### config.mk
export PLATFORM = sky130hd
export DESIGN_NAME = lcd_bus_phy_flat
export DESIGN_NICKNAME = d
export VERILOG_FILES = /design/src/rtl/lcd_pkg.sv /design/src/rtl/lcd_bus_phy_if.sv /design/src/rtl/lcd_delay_timer.sv /design/src/rtl/lcd_bus_phy.sv /design/src/flat_wrapper.sv
export SDC_FILE = /design/constraint.sdc
export NUM_CORES = 1
export LEC_CHECK = 0
export BUFFER_PORTS_ARGS = -buffer_cell sky130_fd_sc_hd__buf_2
export CORE_MARGIN = 3
export CORE_UTILIZATION = 56
export DETAILED_ROUTE_END_ITERATION = 8
export GPL_TIMING_DRIVEN = 0
export PLACE_DENSITY_LB_ADDON = 0.25
export RECOVER_POWER = 50
export SYNTH_ARGS = -nofsm -noshare
export SYNTH_HDL_FRONTEND = slang
export SYNTH_SLANG_ARGS = --single-unit
### constraint.sdc
create_clock -name clk -period 2.8 [get_ports clk]
set_input_delay 0.14 -clock clk [delete_from_list [all_inputs] [get_ports clk]]
set_output_delay 0.14 -clock clk [all_outputs]
set_load 0.01 [all_outputs]
### src/rtl/lcd_pkg.sv
// lcd_bus_phy shared package
// FSM states, HD44780 command codes and default bus timing
package lcd_pkg;

  typedef enum logic [2:0] {
    ST_IDLE,
    ST_SETUP,
    ST_E_HI,
    ST_HOLD,
    ST_WAIT
  } state_t;

  localparam logic [7:0] CMD_CLEAR    = 8'h01;
  localparam logic [7:0] CMD_HOME     = 8'h02;
  localparam logic [7:0] CMD_HOME_ALT = 8'h03;

  localparam int SETUP_CYC_DEF     = 2;
  localparam int E_HIGH_CYC_DEF    = 12;
  localparam int HOLD_CYC_DEF      = 2;
  localparam int CMD_WAIT_CYC_DEF  = 2000;
  localparam int LONG_WAIT_CYC_DEF = 82000;
  localparam int WAIT_W_DEF        = 17;

  // clear/home commands need the long execution wait
  function automatic logic is_long_cmd(
    input logic       rs,
    input logic [7:0] data
  );
    return !rs && (data == CMD_CLEAR ||
                   data == CMD_HOME  ||
                   data == CMD_HOME_ALT);
  endfunction

endpackage

### src/rtl/lcd_bus_phy_if.sv
// lcd_bus_phy bundle: sequencer handshake plus LCD pads
// master = sequencer/pad side, slave = the PHY
interface lcd_bus_phy_if;

  logic       in_valid;
  logic       in_ready;
  logic       in_rs;
  logic       in_nibble;
  logic [7:0] in_data;
  logic       lcd_rs;
  logic       lcd_rw;
  logic       lcd_e;
  logic [3:0] lcd_d_out;
  logic       lcd_d_oe;
  logic [3:0] lcd_d_in;
  logic       busy;

  modport master (
    output in_valid, in_rs, in_nibble, in_data, lcd_d_in,
    input  in_ready, busy, lcd_rs, lcd_rw, lcd_e,
    input  lcd_d_out, lcd_d_oe
  );

  modport slave (
    input  in_valid, in_rs, in_nibble, in_data, lcd_d_in,
    output in_ready, busy, lcd_rs, lcd_rw, lcd_e,
    output lcd_d_out, lcd_d_oe
  );

endinterface

### src/rtl/lcd_delay_timer.sv
// lcd_bus_phy phase timer
// loadable down-counter; done while the count sits at zero
module lcd_delay_timer #(
  parameter int WAIT_W = 17
) (
  input  logic              clk,
  input  logic              rst,
  input  logic              load,
  input  logic [WAIT_W-1:0] load_val,
  output logic              done
);

  logic [WAIT_W-1:0] cnt;

  // count down to zero and park there until reloaded
  always_ff @(posedge clk) begin
    if (rst)
      cnt <= '0;
    else if (load)
      cnt <= load_val;
    else if (cnt != '0)
      cnt <= cnt - WAIT_W'(1);
  end

  assign done = (cnt == '0);

endmodule

### src/rtl/lcd_bus_phy.sv
// lcd_bus_phy: HD44780 4-bit bus timing engine
// LCD_BUSY_POLL_EN: replace post-byte wait with busy-flag polling
module lcd_bus_phy
  import lcd_pkg::*;
#(
  parameter int SETUP_CYC     = SETUP_CYC_DEF,
  parameter int E_HIGH_CYC    = E_HIGH_CYC_DEF,
  parameter int HOLD_CYC      = HOLD_CYC_DEF,
  parameter int CMD_WAIT_CYC  = CMD_WAIT_CYC_DEF,
  parameter int LONG_WAIT_CYC = LONG_WAIT_CYC_DEF,
  parameter int WAIT_W        = WAIT_W_DEF
) (
  input logic          clk,
  input logic          rst,
  lcd_bus_phy_if.slave bus
);

  localparam logic [WAIT_W-1:0] T_SETUP = WAIT_W'(SETUP_CYC - 1);
  localparam logic [WAIT_W-1:0] T_E     = WAIT_W'(E_HIGH_CYC - 1);
  localparam logic [WAIT_W-1:0] T_HOLD  = WAIT_W'(HOLD_CYC - 1);
  localparam logic [WAIT_W-1:0] T_CMD   = WAIT_W'(CMD_WAIT_CYC - 1);
  localparam logic [WAIT_W-1:0] T_LONG  = WAIT_W'(LONG_WAIT_CYC - 1);

  state_t            state;
  logic              rs_q;
  logic              e_q;
  logic              ready_q;
  logic              lo_q;
  logic              nib_q;
  logic              long_q;
  logic [3:0]        d_q;
  logic [3:0]        lo_data;
  logic              t_load;
  logic              t_done;
  logic [WAIT_W-1:0] t_val;
  logic              more_nib;
  logic              poll_byte;

`ifdef LCD_BUSY_POLL_EN
  logic              rw_q;
  logic              oe_q;
  logic              rd_q;
  logic              pbusy_q;
  logic              poll_to;
  logic [WAIT_W-1:0] poll_cnt;

  assign more_nib  = !lo_q && (rd_q || !nib_q);
  assign poll_byte = !nib_q;
  assign poll_to   = rd_q && (poll_cnt == T_LONG);
  assign bus.lcd_rw   = rw_q;
  assign bus.lcd_d_oe = oe_q;
`else
  logic unused_d_in;

  assign more_nib    = !lo_q && !nib_q;
  assign poll_byte   = 1'b0;
  assign unused_d_in = ^bus.lcd_d_in;
  assign bus.lcd_rw   = 1'b0;
  assign bus.lcd_d_oe = 1'b1;
`endif

  assign bus.lcd_rs    = rs_q;
  assign bus.lcd_e     = e_q;
  assign bus.lcd_d_out = d_q;
  assign bus.in_ready  = ready_q;
  assign bus.busy      = ~ready_q;

  lcd_delay_timer #(
    .WAIT_W (WAIT_W)
  ) u_timer (
    .clk      (clk),
    .rst      (rst),
    .load     (t_load),
    .load_val (t_val),
    .done     (t_done)
  );

  // length of the phase entered on this edge
  always_comb begin
    t_load = 1'b0;
    t_val  = '0;
    unique case (state)
      ST_IDLE: begin
        t_load = bus.in_valid;
        t_val  = T_SETUP;
      end
      ST_SETUP: begin
        t_load = t_done;
        t_val  = T_E;
      end
      ST_E_HI: begin
        t_load = t_done;
        t_val  = T_HOLD;
      end
      ST_HOLD: begin
        t_load = t_done;
        if (more_nib || poll_byte)
          t_val = T_SETUP;
        else
          t_val = long_q ? T_LONG : T_CMD;
      end
      default: ;
    endcase
  end

  // bus sequencer: nibble phases, waits and pad registers
  always_ff @(posedge clk) begin
    if (rst) begin
      state   <= ST_IDLE;
      rs_q    <= 1'b0;
      e_q     <= 1'b0;
      d_q     <= '0;
      ready_q <= 1'b1;
      lo_q    <= 1'b0;
      nib_q   <= 1'b0;
      long_q  <= 1'b0;
      lo_data <= '0;
`ifdef LCD_BUSY_POLL_EN
      rw_q     <= 1'b0;
      oe_q     <= 1'b1;
      rd_q     <= 1'b0;
      pbusy_q  <= 1'b0;
      poll_cnt <= '0;
`endif
    end
`ifdef LCD_BUSY_POLL_EN
    else if (poll_to) begin
      e_q     <= 1'b0;
      rw_q    <= 1'b0;
      oe_q    <= 1'b1;
      rd_q    <= 1'b0;
      lo_q    <= 1'b0;
      ready_q <= 1'b1;
      state   <= ST_IDLE;
    end
`endif
    else begin
`ifdef LCD_BUSY_POLL_EN
      if (rd_q)
        poll_cnt <= poll_cnt + WAIT_W'(1);
`endif
      unique case (state)
        ST_IDLE: begin
          if (bus.in_valid) begin
            ready_q <= 1'b0;
            rs_q    <= bus.in_rs;
            d_q     <= bus.in_data[7:4];
            lo_data <= bus.in_data[3:0];
            nib_q   <= bus.in_nibble;
            long_q  <= bus.in_nibble |
                       is_long_cmd(bus.in_rs, bus.in_data);
            lo_q    <= 1'b0;
            state   <= ST_SETUP;
          end
        end
        ST_SETUP: begin
          if (t_done) begin
            e_q   <= 1'b1;
            state <= ST_E_HI;
          end
        end
        ST_E_HI: begin
          if (t_done) begin
            e_q   <= 1'b0;
            state <= ST_HOLD;
`ifdef LCD_BUSY_POLL_EN
            if (rd_q && !lo_q)
              pbusy_q <= bus.lcd_d_in[3];
`endif
          end
        end
        ST_HOLD: begin
          if (t_done) begin
            if (more_nib) begin
              lo_q  <= 1'b1;
              state <= ST_SETUP;
`ifdef LCD_BUSY_POLL_EN
              if (!rd_q)
                d_q <= lo_data;
`else
              d_q <= lo_data;
`endif
            end else begin
              lo_q <= 1'b0;
`ifdef LCD_BUSY_POLL_EN
              if (nib_q) begin
                state <= ST_WAIT;
              end else if (!rd_q) begin
                rd_q     <= 1'b1;
                rw_q     <= 1'b1;
                oe_q     <= 1'b0;
                rs_q     <= 1'b0;
                poll_cnt <= '0;
                state    <= ST_SETUP;
              end else if (pbusy_q) begin
                state <= ST_SETUP;
              end else begin
                rd_q    <= 1'b0;
                rw_q    <= 1'b0;
                oe_q    <= 1'b1;
                ready_q <= 1'b1;
                state   <= ST_IDLE;
              end
`else
              state <= ST_WAIT;
`endif
            end
          end
        end
        ST_WAIT: begin
          if (t_done) begin
            ready_q <= 1'b1;
            state   <= ST_IDLE;
          end
        end
        default: state <= ST_IDLE;
      endcase
    end
  end

endmodule
### src/flat_wrapper.sv
// flat-port wrapper written by rule: the top's interface ports become plain ports
module lcd_bus_phy_flat import lcd_pkg::*;
#(
  parameter int SETUP_CYC     = SETUP_CYC_DEF,
  parameter int E_HIGH_CYC    = E_HIGH_CYC_DEF,
  parameter int HOLD_CYC      = HOLD_CYC_DEF,
  parameter int CMD_WAIT_CYC  = CMD_WAIT_CYC_DEF,
  parameter int LONG_WAIT_CYC = LONG_WAIT_CYC_DEF,
  parameter int WAIT_W        = WAIT_W_DEF
)
  (clk, rst, bus_in_valid, bus_in_rs, bus_in_nibble, bus_in_data, bus_lcd_d_in, bus_in_ready, bus_busy, bus_lcd_rs, bus_lcd_rw, bus_lcd_e, bus_lcd_d_out, bus_lcd_d_oe);
  lcd_bus_phy_if bus_i ();
  input logic clk;
  input logic rst;
  input wire logic [$bits(bus_i.in_valid)-1:0] bus_in_valid;
  input wire logic [$bits(bus_i.in_rs)-1:0] bus_in_rs;
  input wire logic [$bits(bus_i.in_nibble)-1:0] bus_in_nibble;
  input wire logic [$bits(bus_i.in_data)-1:0] bus_in_data;
  input wire logic [$bits(bus_i.lcd_d_in)-1:0] bus_lcd_d_in;
  output wire logic [$bits(bus_i.in_ready)-1:0] bus_in_ready;
  output wire logic [$bits(bus_i.busy)-1:0] bus_busy;
  output wire logic [$bits(bus_i.lcd_rs)-1:0] bus_lcd_rs;
  output wire logic [$bits(bus_i.lcd_rw)-1:0] bus_lcd_rw;
  output wire logic [$bits(bus_i.lcd_e)-1:0] bus_lcd_e;
  output wire logic [$bits(bus_i.lcd_d_out)-1:0] bus_lcd_d_out;
  output wire logic [$bits(bus_i.lcd_d_oe)-1:0] bus_lcd_d_oe;
  assign bus_i.in_valid = bus_in_valid;
  assign bus_i.in_rs = bus_in_rs;
  assign bus_i.in_nibble = bus_in_nibble;
  assign bus_i.in_data = bus_in_data;
  assign bus_i.lcd_d_in = bus_lcd_d_in;
  assign bus_in_ready = bus_i.in_ready;
  assign bus_busy = bus_i.busy;
  assign bus_lcd_rs = bus_i.lcd_rs;
  assign bus_lcd_rw = bus_i.lcd_rw;
  assign bus_lcd_e = bus_i.lcd_e;
  assign bus_lcd_d_out = bus_i.lcd_d_out;
  assign bus_lcd_d_oe = bus_i.lcd_d_oe;
  lcd_bus_phy #(.SETUP_CYC(SETUP_CYC), .E_HIGH_CYC(E_HIGH_CYC), .HOLD_CYC(HOLD_CYC), .CMD_WAIT_CYC(CMD_WAIT_CYC), .LONG_WAIT_CYC(LONG_WAIT_CYC), .WAIT_W(WAIT_W)) u_core (.clk(clk), .rst(rst), .bus(bus_i));
endmodule
==> results of run 1 <==
==> cell type report <==
class                   count  area (µm²)  area share [%]
inverters                   6        22.5            1.13
multi-input cells         163        1000            50.2
repair buffers             19        85.1            4.26
well taps                  42        52.6            2.63
clock buffers               7        55.1            2.76
clock inverters             1        5.00           0.250
flip-flops and latches     34         681            34.1
plain buffers              18        93.8            4.70
==> per-stage QoR <==
stage,hold WS (ns),std cells,setup slack (ns),instance area [µm²]
after floorplan,0.276,221,0.548,1800
after global placement,0.394,282,0.280,1950
after detailed placement,0.402,282,0.286,1950
after CTS,0.0336,290,0.263,2010
after global routing,0.0473,290,0.122,2000
final,0.0428,290,0.217,2000
==> critical path, cell delays in order (launching register included) <==
cell and delay (ns):
sky130_fd_sc_hd__dfxtp_1 0.37, sky130_fd_sc_hd__inv_1 0.10, sky130_fd_sc_hd__ha_1 0.15, sky130_fd_sc_hd__or4b_1 0.52, sky130_fd_sc_hd__or4_1 0.57, sky130_fd_sc_hd__buf_2 0.22, sky130_fd_sc_hd__buf_2 0.20, sky130_fd_sc_hd__a211oi_1 0.29
sky130_fd_sc_hd__nor3_1 0.07
==> per-layer routing <==
metal	up-vias	global-route usage [%]	wire (µm)
met3	14	5.04	247
met5	-	0	0
met1	790	27.8	1890
li1	864	-	-
met2	67	35.7	1820
met4	0	9.92	97
==> cells in the mapped netlist <==
cell	number	share of area (%)
sky130_fd_sc_hd__buf_4	2	0.83
sky130_fd_sc_hd__mux2_2	4	2.5
sky130_fd_sc_hd__o21ai_0	9	2.5
sky130_fd_sc_hd__nor4_1	12	4.2
sky130_fd_sc_hd__nand4_1	2	0.69
sky130_fd_sc_hd__nor4b_1	1	0.49
sky130_fd_sc_hd__dfxtp_1	34	38
sky130_fd_sc_hd__o31a_1	1	0.49
sky130_fd_sc_hd__or4b_1	3	1.7
sky130_fd_sc_hd__a31oi_1	2	0.69
sky130_fd_sc_hd__a41oi_1	1	0.49
sky130_fd_sc_hd__buf_2	3	0.83
sky130_fd_sc_hd__clkbuf_1	11	2.3
sky130_fd_sc_hd__o211ai_1	6	2.5
sky130_fd_sc_hd__a21oi_1	22	6.1
sky130_fd_sc_hd__or4_1	5	2.1
sky130_fd_sc_hd__or3b_2	1	0.49
sky130_fd_sc_hd__nand4b_1	1	0.49
sky130_fd_sc_hd__inv_1	6	1.2
sky130_fd_sc_hd__nor3_1	8	2.2
sky130_fd_sc_hd__nor2_1	9	1.9
sky130_fd_sc_hd__or2_2	2	0.69
sky130_fd_sc_hd__a311oi_1	2	0.97
sky130_fd_sc_hd__nand3_1	5	1.4
sky130_fd_sc_hd__or3_1	5	1.7
sky130_fd_sc_hd__buf_6	2	1.2
sky130_fd_sc_hd__nor2b_1	1	0.35
sky130_fd_sc_hd__a21boi_0	1	0.42
sky130_fd_sc_hd__o21a_1	1	0.42
sky130_fd_sc_hd__xor2_1	1	0.49
sky130_fd_sc_hd__conb_1	2	0.42
sky130_fd_sc_hd__xnor2_1	3	1.5
sky130_fd_sc_hd__nand2b_1	2	0.69
sky130_fd_sc_hd__nand2_1	28	5.8
sky130_fd_sc_hd__o21ba_2	1	0.55
sky130_fd_sc_hd__nand3b_1	2	0.83
sky130_fd_sc_hd__a211oi_1	5	2.1
sky130_fd_sc_hd__nor3b_1	1	0.42
sky130_fd_sc_hd__or4_4	2	1.2
sky130_fd_sc_hd__o31ai_1	3	1.2
sky130_fd_sc_hd__ha_1	2	1.4
sky130_fd_sc_hd__mux2i_1	6	3.3
sky130_fd_sc_hd__o32ai_1	1	0.49
==> power by group through the flow <==
stage / Combinational [mW] / Sequential [mW] / Clock, mW
2_1_floorplan: 1.15 / 0.751 / 0
3_3_place_gp: 1.42 / 0.766 / 0
3_5_place_dp: 1.42 / 0.773 / 0
4_1_cts: 1.44 / 0.762 / 0.285
5_1_grt: 1.60 / 0.787 / 0.312
6_report: 1.43 / 0.766 / 0.278
==> cell families after synthesis <==
logic type / Yosys count / synth area share (%)
AO/OA/AOI/OAI: 55 / 18.9
XOR/XNOR: 4 / 1.94
adder cells (fa/ha/maj): 2 / 1.39
buffers and inverters: 24 / 6.45
flip-flops: 34 / 37.7
multiplexers: 10 / 5.83
other: 2 / 0.416
AND/OR/NAND/NOR: 90 / 27.3
==> path summary, 6_finish.rpt <==
kind | end | depth (start not counted) | startpoint | slack [ns]
min reg2reg | u_core.lo_data[0] | 2 | u_core.lo_data[0] | 0.46
max | u_core.u_timer.cnt[14] | 8 | u_core.u_timer.cnt[0] | 0.22
min | u_core.lo_data[2] | 3 | bus_in_data[2] | 0.04
max reg2reg | u_core.u_timer.cnt[14] | 8 | u_core.u_timer.cnt[0] | 0.22
==> placed cells by master, fill, tap and decap left out, types with 6 or more instances in the layout <==
cell	n
sky130_fd_sc_hd__or4_1	6
sky130_fd_sc_hd__nor4_1	12
sky130_fd_sc_hd__nor3_1	8
sky130_fd_sc_hd__clkbuf_1	20
sky130_fd_sc_hd__nand2_1	28
sky130_fd_sc_hd__dfxtp_1	34
sky130_fd_sc_hd__mux2i_1	6
sky130_fd_sc_hd__inv_1	6
sky130_fd_sc_hd__o21ai_0	9
sky130_fd_sc_hd__a21oi_1	22
sky130_fd_sc_hd__nor2_1	9
sky130_fd_sc_hd__buf_2	14
sky130_fd_sc_hd__o211ai_1	6
==> state kept, by name (all words and copies together), names as in the netlist <==
name,flops
u_core.bus.lcd_d_out,4
u_core.state,3
u_core.lo_data,4
u_core.lo_q,1
u_core.long_q,1
u_core.nib_q,1
u_core.bus.in_ready,1
u_core.bus.lcd_e,1
u_core.u_timer.cnt,17
u_core.bus.lcd_rs,1
==> metrics.txt, run 1 <==
number of nets in the synthesized netlist 240; PnR Total Power 2.47 mW; buffers inserted by post-CTS timing repair 0; relative area change from synthesis to final layout 10.7%; maximum number of pins on one net before global-route repair 11; Final Hold Vio Count 0; max-cap violations 0; min Tclk post-route 2.58 ns; initial core utilization 62.2%; number of synthesized register bits 34; proportion of synthesized chip area in sequential cells 37.7%; Placement Rows 19; kind of critical path reg -> reg; CTS tree yes; count of buffers from port buffering 19; utilization of the core after routing 68.9%; clock tree sinks 34; highest ir drop seen on vdd 0.606 mV; detail-routed net length per standard cell 13.9 µm; core area 0.00290 mm²; power density over the cells 1240 mW/mm²; required time of the critical path 3.02 ns; Overall Global Routing Usage 22.0%; remaining routing DRC violations 0; number of I/O pins 27; Yosys Warn Count 0; horizontal extent of the die 62.8 µm; count of pins over their slew limit 0; Clk pwr share 11.3%; crit path DAT 2.80 ns; filler instances 262; register share of total power 31.0%; Die Y 62.8 µm; fraction of final layout cells sized beyond drive strength 1 13.7%; GPL Wtd Cong 0.891; starting DRC count in detailed routing 167; antenna violations before repair 0; Final period util 92.3%; Switch Pwr 1.12 mW; portion of total power attributed to combinational logic 57.8%; post-cts gate resize count 0; via count 1735; maximum level of the CTS H-tree 2; floorplan die area 0.00394 mm²; antenna viol nets, final 0; total global routing overflow 0; maximum fanout along the worst path 10; setup violation total in the final timing report 0; final setup skew 0.00937 ns; result of the run completed; startpoint class of the critical path flop; Slew @ Worst Pin 0.579 ns; wire length of the first global-routing pass 7.11 mm; Detailed Routing Iterations Pass 1 4; source-to-sink clock delay at the later pin of the worst-skew pair 0.34 ns; post-synthesis instance total 221; clock-pin slew on the worst setup and hold paths 0.10 ns; share of total power consumed by net switching 45.2%; relative max-transition margin 60.8%; Post-CTS Hold Fix Bufs 0; hpwl dp 2.99 mm; min-delay worst type in -> reg; leakage 0.752 nW; total clock buffers created by CTS 5; internal cell power 1.36 mW; Root Buffer Master sky130_fd_sc_hd__clkbuf_4; clk buf depth 2; Total Neg Setup Slack 0 ns; setup repair after global routing missed its margin no; fin nets 266; Avg Vias per Cell 5.98; netlist area before placement 0.00180 mm²; number of distinct library cells after synthesis 43; kind of end point of the critical path flop; highest achievable clock rate 387 MHz; total routed wirelength 4.05 mm; via count of the first global-routing pass 1635; # diodes 0; post-synthesis average cell area 8.16 µm²
Note: power is estimated with default switching activity, not from simulation.
==> run 2: changes to the inputs <==
==> constraint.sdc (replaced) <==
create_clock -name clk -period 2.8 [get_ports clk]
set_input_delay 0.14 -clock clk [delete_from_list [all_inputs] [get_ports clk]]
set_output_delay 0.14 -clock clk [all_outputs]
set_load 0.005 [all_outputs]
==> run 2 against run 1 <==
- clock skew hardly changed
- via count rose by 0.46%
- wire length grew 1.7%
- core utilization increased by 0.17 points
- die area is the same
- sequential share of layout area fell by 0.085 points
- worst hold slack worse by 0.0038 ns
- non-clock buffer count stayed put
- global-route usage unchanged
- critical path type unchanged
- highest routed layer unchanged
==> metrics.txt, run 2 (synthesized netlist as in run 1, its figures left out) <==
register-to-register setup slack 0.20 ns (-0.02 ns); Avg Vias per Cell 6.01 (+0.46%); Overall Global Routing Usage 22.0% (unchanged); setup repair after global routing missed its margin no; buffers inserted by post-CTS timing repair 0 (unchanged); source-to-sink clock delay at the later pin of the worst-skew pair 0.34 ns (about the same); worst path setup slack after routing 0.198 ns (-0.0182 ns); fraction of final layout cells sized beyond drive strength 1 15.3% (+1.6 points); startpoint class of the critical path flop; clock tree sinks 34 (unchanged); largest incremental delay on the critical path 0.57 ns (about the same); relative max-transition margin 61.4% (+0.53 points); post-cts gate resize count 0 (unchanged); min-delay worst type in -> reg; count of buffers from port buffering 19 (unchanged); min Tclk post-route 2.60 ns (+0.0182 ns); depth of the worst hold-timing path 3 (unchanged); Slew @ Worst Pin 0.572 ns (-0.00789 ns); fin nets 266 (unchanged); min-delay src bus_in_data[3]; wire length of the first global-routing pass 7.11 mm (unchanged); Total Neg Setup Slack 0 ns (unchanged); cell mode on critical path sky130_fd_sc_hd__buf_2; detail-routed net length per standard cell 14.2 µm (+1.7%); total global routing overflow 0 (unchanged); Final Hold Vio Count 0 (unchanged); critical path launch point u_core.u_timer.cnt[0]; Die Y 62.8 µm (unchanged); horizontal extent of the die 62.8 µm (unchanged); highest achievable clock rate 384 MHz (-0.70%); maximum fanout along the worst path 10 (unchanged); CTS tree yes; via count of the first global-routing pass 1635 (unchanged); number of I/O pins 27 (unchanged); Post-CTS Hold Fix Bufs 0 (unchanged); final setup skew 0.00960 ns (+0.000230 ns); flip-flop count of the largest register after layout 17 (unchanged); count of pins over their slew limit 0 (unchanged); power density over the cells 1240 mW/mm² (about the same); kind of critical path reg -> reg; leakage 0.765 nW (+1.8%); placed cells 282 (unchanged); result of the run completed; max-cap violations 0 (unchanged); leading cell type in the layout, fill and taps excluded sky130_fd_sc_hd__dfxtp_1; utilization of the core after routing 69.1% (+0.17 points); crit path DAT 2.82 ns (+0.02 ns); relative area change from synthesis to final layout 11.0%; RR Startpoint u_core.u_timer.cnt[0]; non-filler cells, final 290 (unchanged); top library cells by usage in the layout, fill and taps aside 34 x sky130_fd_sc_hd__dfxtp_1, 28 x sky130_fd_sc_hd__nand2_1, 22 x sky130_fd_sc_hd__a21oi_1; worst hold slack 0.0390 ns (-0.00383 ns); setup violation total in the final timing report 0 (unchanged); remaining routing DRC violations 0 (unchanged); placed instance area 0.00195 mm² (unchanged); critical path's slowest cell sky130_fd_sc_hd__or4_1; maximum level of the CTS H-tree 2 (unchanged); antenna violations before repair 0 (unchanged); via count 1743 (+0.46%); hpwl dp 2.99 mm (unchanged); largest register by flop count u_core.u_timer.cnt; Placement Rows 19 (unchanged); Detailed Routing Iterations Pass 1 5 (+1); core area 0.00290 mm² (unchanged); initial core utilization 62.2% (unchanged); starting DRC count in detailed routing 167 (unchanged); design area 0.00200 mm² (+0.25%); setup slack after placement 0.286 ns (unchanged); required time of the critical path 3.02 ns (about the same); total clock buffers created by CTS 5 (unchanged); clk buf depth 2 (unchanged); R2R cell count 8 (unchanged); clock-pin slew on the worst setup and hold paths 0.10 ns (about the same); kind of end point of the critical path flop; capture instance of the worst register-to-register path u_core.u_timer.cnt[14]; Root Buffer Master sky130_fd_sc_hd__clkbuf_4; Final period util 92.9% (+0.65 points); floorplan die area 0.00394 mm² (unchanged); crit path cell chain inv_1 > ha_1 > or4b_1 > or4_1 > buf_2 > buf_2 > a211oi_1 > nor3_1; total routed wirelength 4.11 mm (+1.7%); # diodes 0 (unchanged); endpoint of the worst hold-timing path u_core.lo_data[3]; highest ir drop seen on vdd 0.609 mV (+0.53%); GPL Wtd Cong 0.891 (unchanged); PnR Total Power 2.48 mW (+0.19%); maximum number of pins on one net before global-route repair 11 (unchanged); antenna viol nets, final 0 (unchanged)
==> run 2: critical path, delay by kind of cell, from the launching register on <==
kind / cells / cell delay [ns]
buffers and inverters: 3 / 0.52
flip-flops: 1 / 0.36
AO/OA/AOI/OAI: 1 / 0.29
adder cells (fa/ha/maj): 1 / 0.15
AND/OR/NAND/NOR: 3 / 1.17
==> run 2: how the worst max path moves through the flow <==
stage,slack (ns),to,cells past startpoint
after CTS,0.26,u_core.u_timer.cnt[14],8
final,0.20,u_core.u_timer.cnt[14],8
after detailed placement,0.29,u_core.u_timer.cnt[14],8
after floorplan,0.55,u_core.u_timer.cnt[14],8
after global placement,0.28,u_core.u_timer.cnt[14],8
after global routing,0.12,u_core.u_timer.cnt[15],8
==> run 2: power by group <==
group          internal, mW  switching, mW
registers             0.631          0.136
clock network         0.122          0.157
logic                 0.607          0.826
==> run 2: area by class of cell <==
cell class                      instances  area [µm²]
Multi-Input combinational cell        163        1000
Fill cell                             259         897
Sequential cell                        34         681
Buffer                                 18        93.8
Timing Repair Buffer                   19        90.1
Clock buffer                            7        55.1
Tap cell                               42        52.6
Inverter                                6        22.5
Clock inverter                          1        5.00
==> run 2: routing by layer <==
metal | wire [µm] | global-route usage [%] | vias to the layer above
met5 | 0 | 0 | -
met4 | 93 | 9.92 | 0
met3 | 301 | 5.04 | 12
met2 | 1810 | 35.7 | 73
met1 | 1910 | 27.8 | 794
li1 | - | - | 864
==> run 3: changes to the inputs <==
--- a/config.mk
+++ b/config.mk
@@ -6,11 +6,9 @@
 export NUM_CORES = 1
 export LEC_CHECK = 0
 export BUFFER_PORTS_ARGS = -buffer_cell sky130_fd_sc_hd__buf_2
-export CORE_MARGIN = 3
 export CORE_UTILIZATION = 56
 export DETAILED_ROUTE_END_ITERATION = 8
-export GPL_TIMING_DRIVEN = 0
-export PLACE_DENSITY_LB_ADDON = 0.25
+export PLACE_DENSITY_LB_ADDON = 0.05
 export RECOVER_POWER = 50
 export SYNTH_ARGS = -nofsm -noshare
 export SYNTH_HDL_FRONTEND = slang
==> run 3 against run 2 <==
- clock skew up 0.0010 ns
- die area decreased by 12%
- non-clock buffer count down 12
- worst hold slack worse by 0.0058 ns
- core utilization down 5.7 points
- final cell count shrank 3.8%
- combinational power down 3%
- critical endpoint is now u_core.lo_q
- largest cell class unchanged
- largest power group unchanged
- highest routed layer unchanged
==> metrics.txt, run 3 (synthesized netlist as in run 1, its figures left out) <==
Final period util 87.2% (-5.7 points); maximum fanout along the worst path 5 (-5); relative area change from synthesis to final layout 7.14%; fin nets 254 (-4.5%); min-delay src bus_in_nibble; Placement Rows 20 (+1); fraction of final layout cells sized beyond drive strength 1 14.5% (-0.85 points); Avg Vias per Cell 5.97 (-0.65%); Post-CTS Hold Fix Bufs 0 (unchanged); largest register by flop count u_core.u_timer.cnt; wire length of the first global-routing pass 7.32 mm (+3.0%); count of buffers from port buffering 20 (+1); Switch Pwr 1.16 mW (+3.3%); CTS tree yes; post-cts gate resize count 0 (unchanged); core area 0.00305 mm² (+5.3%); # diodes 0 (unchanged); top library cells by usage in the layout, fill and taps aside 34 x sky130_fd_sc_hd__dfxtp_1, 28 x sky130_fd_sc_hd__nand2_1, 22 x sky130_fd_sc_hd__a21oi_1; kind of end point of the critical path flop; final setup skew 0.0106 ns (+0.00102 ns); highest achievable clock rate 409 MHz (+6.5%); internal cell power 1.28 mW (-5.6%); RR Startpoint u_core.u_timer.cnt[0]; min Tclk post-route 2.44 ns (-0.159 ns); required time of the critical path 3.08 ns (+0.06 ns); min-delay worst type in -> reg; leakage 0.732 nW (-4.4%); maximum number of pins on one net before global-route repair 20 (+9); detail-routed net length per standard cell 15.6 µm (+9.8%); source-to-sink clock delay at the later pin of the worst-skew pair 0.35 ns (about the same); Final Hold Vio Count 0 (unchanged); setup violation total in the final timing report 0 (unchanged); starting DRC count in detailed routing 127 (-24%); maximum level of the CTS H-tree 2 (unchanged); relative max-transition margin 34.6% (-27 points); GPL Wtd Cong 0.901 (+1.1%); Die Y 58.8 µm (-6.4%); share of total power consumed by net switching 47.4% (+2.2 points); Detailed Routing Iterations Pass 1 4 (-1); Clk pwr share 10.8% (-0.4 points); startpoint class of the critical path flop; Slew @ Worst Pin 0.967 ns (+0.395 ns); antenna viol nets, final 0 (unchanged); total clock buffers created by CTS 5 (unchanged); clock tree sinks 34 (unchanged); antenna violations before repair 0 (unchanged); highest ir drop seen on vdd 0.700 mV (+15%); crit path DAT 2.72 ns (-0.10 ns); kind of critical path reg -> reg; leading cell type in the layout, fill and taps excluded sky130_fd_sc_hd__dfxtp_1; clk buf depth 2 (unchanged); hpwl dp 3.03 mm (+1.2%); setup repair after global routing missed its margin no; via count 1666 (-4.4%); horizontal extent of the die 58.8 µm (-6.4%); register share of total power 32.7% (+1.8 points); remaining routing DRC violations 0 (unchanged); Overall Global Routing Usage 28.2% (+6.2 points); total global routing overflow 0 (unchanged); via count of the first global-routing pass 1568 (-4.1%); floorplan die area 0.00345 mm² (-12%); portion of total power attributed to combinational logic 56.5% (-1.3 points); clock-pin slew on the worst setup and hold paths 0.11 ns (about the same); count of pins over their slew limit 0 (unchanged); Root Buffer Master sky130_fd_sc_hd__clkbuf_4; Total Neg Setup Slack 0 ns (unchanged); initial core utilization 59.1% (-3.1 points); non-filler cells, final 279 (-3.8%); result of the run completed; total routed wirelength 4.35 mm (+5.6%); buffers inserted by post-CTS timing repair 0 (unchanged); max-cap violations 0 (unchanged); power density over the cells 1260 mW/mm² (+2.0%); number of I/O pins 27 (unchanged); critical path launch point u_core.u_timer.cnt[0]; placed cells 272 (-3.5%); filler instances 303 (+17%); flip-flop count of the largest register after layout 17 (unchanged)
-- run 3: layout make-up --
type	count	area, µm²	area share (%)
Sequential cell	34	681	35.2
Tap cell	44	55.1	2.85
Inverter	6	22.5	1.17
Multi-Input combinational cell	163	1010	52.1
Timing Repair Buffer	25	123	6.34
Clock buffer	7	45.0	2.33
-- run 3: worst max-delay path, stage by stage (launching register included) --
cell and delay (ns):
sky130_fd_sc_hd__dfxtp_1 0.37, sky130_fd_sc_hd__inv_1 0.10, sky130_fd_sc_hd__ha_1 0.14, sky130_fd_sc_hd__or4b_1 0.52, sky130_fd_sc_hd__or4_4 0.55, sky130_fd_sc_hd__or4b_1 0.52, sky130_fd_sc_hd__a31oi_1 0.17
-- run 3: per-stage QoR --
step	setup slack, ns	cell area, µm²	total power [mW]	hold slack (ns)	util [%]
floorplan	0.548	1800	1.89	0.276	-
global placement	0.458	1920	2.14	0.394	62.7
detailed placement	0.412	1920	2.19	0.401	62.7
CTS	0.375	1960	2.46	0.0322	64.2
global route	0.219	1930	2.62	0.0588	63.3
finish	0.357	1930	2.44	0.0332	63.3
-- run 3: power groups by stage --
stage	Sequential (mW)	Combinational (mW)	Clock [mW]
global placement	0.793	1.34	0
CTS	0.796	1.40	0.261
finish	0.798	1.38	0.264
detailed placement	0.807	1.39	0
floorplan	0.744	1.14	0
global route	0.830	1.51	0.278
-- run 3: worst paths after layout --
kind	to	slack [ns]	depth (start not counted)
setup / recovery	u_core.lo_q	0.36	6
hold / removal	u_core.nib_q	0.03	3
setup reg to reg	u_core.lo_q	0.36	6
hold reg to reg	u_core.lo_data[0]	0.46	2
-- run 3: routing by layer --
metal	vias to the layer above	wire length [µm]	global-route usage [%]	part of all wire, %
met3	10	201	5.05	4.6
met5	-	0	0	0
li1	837	-	-	-
met2	49	2060	44.3	47
met4	0	81	15.0	1.9
met1	770	2010	36.8	46
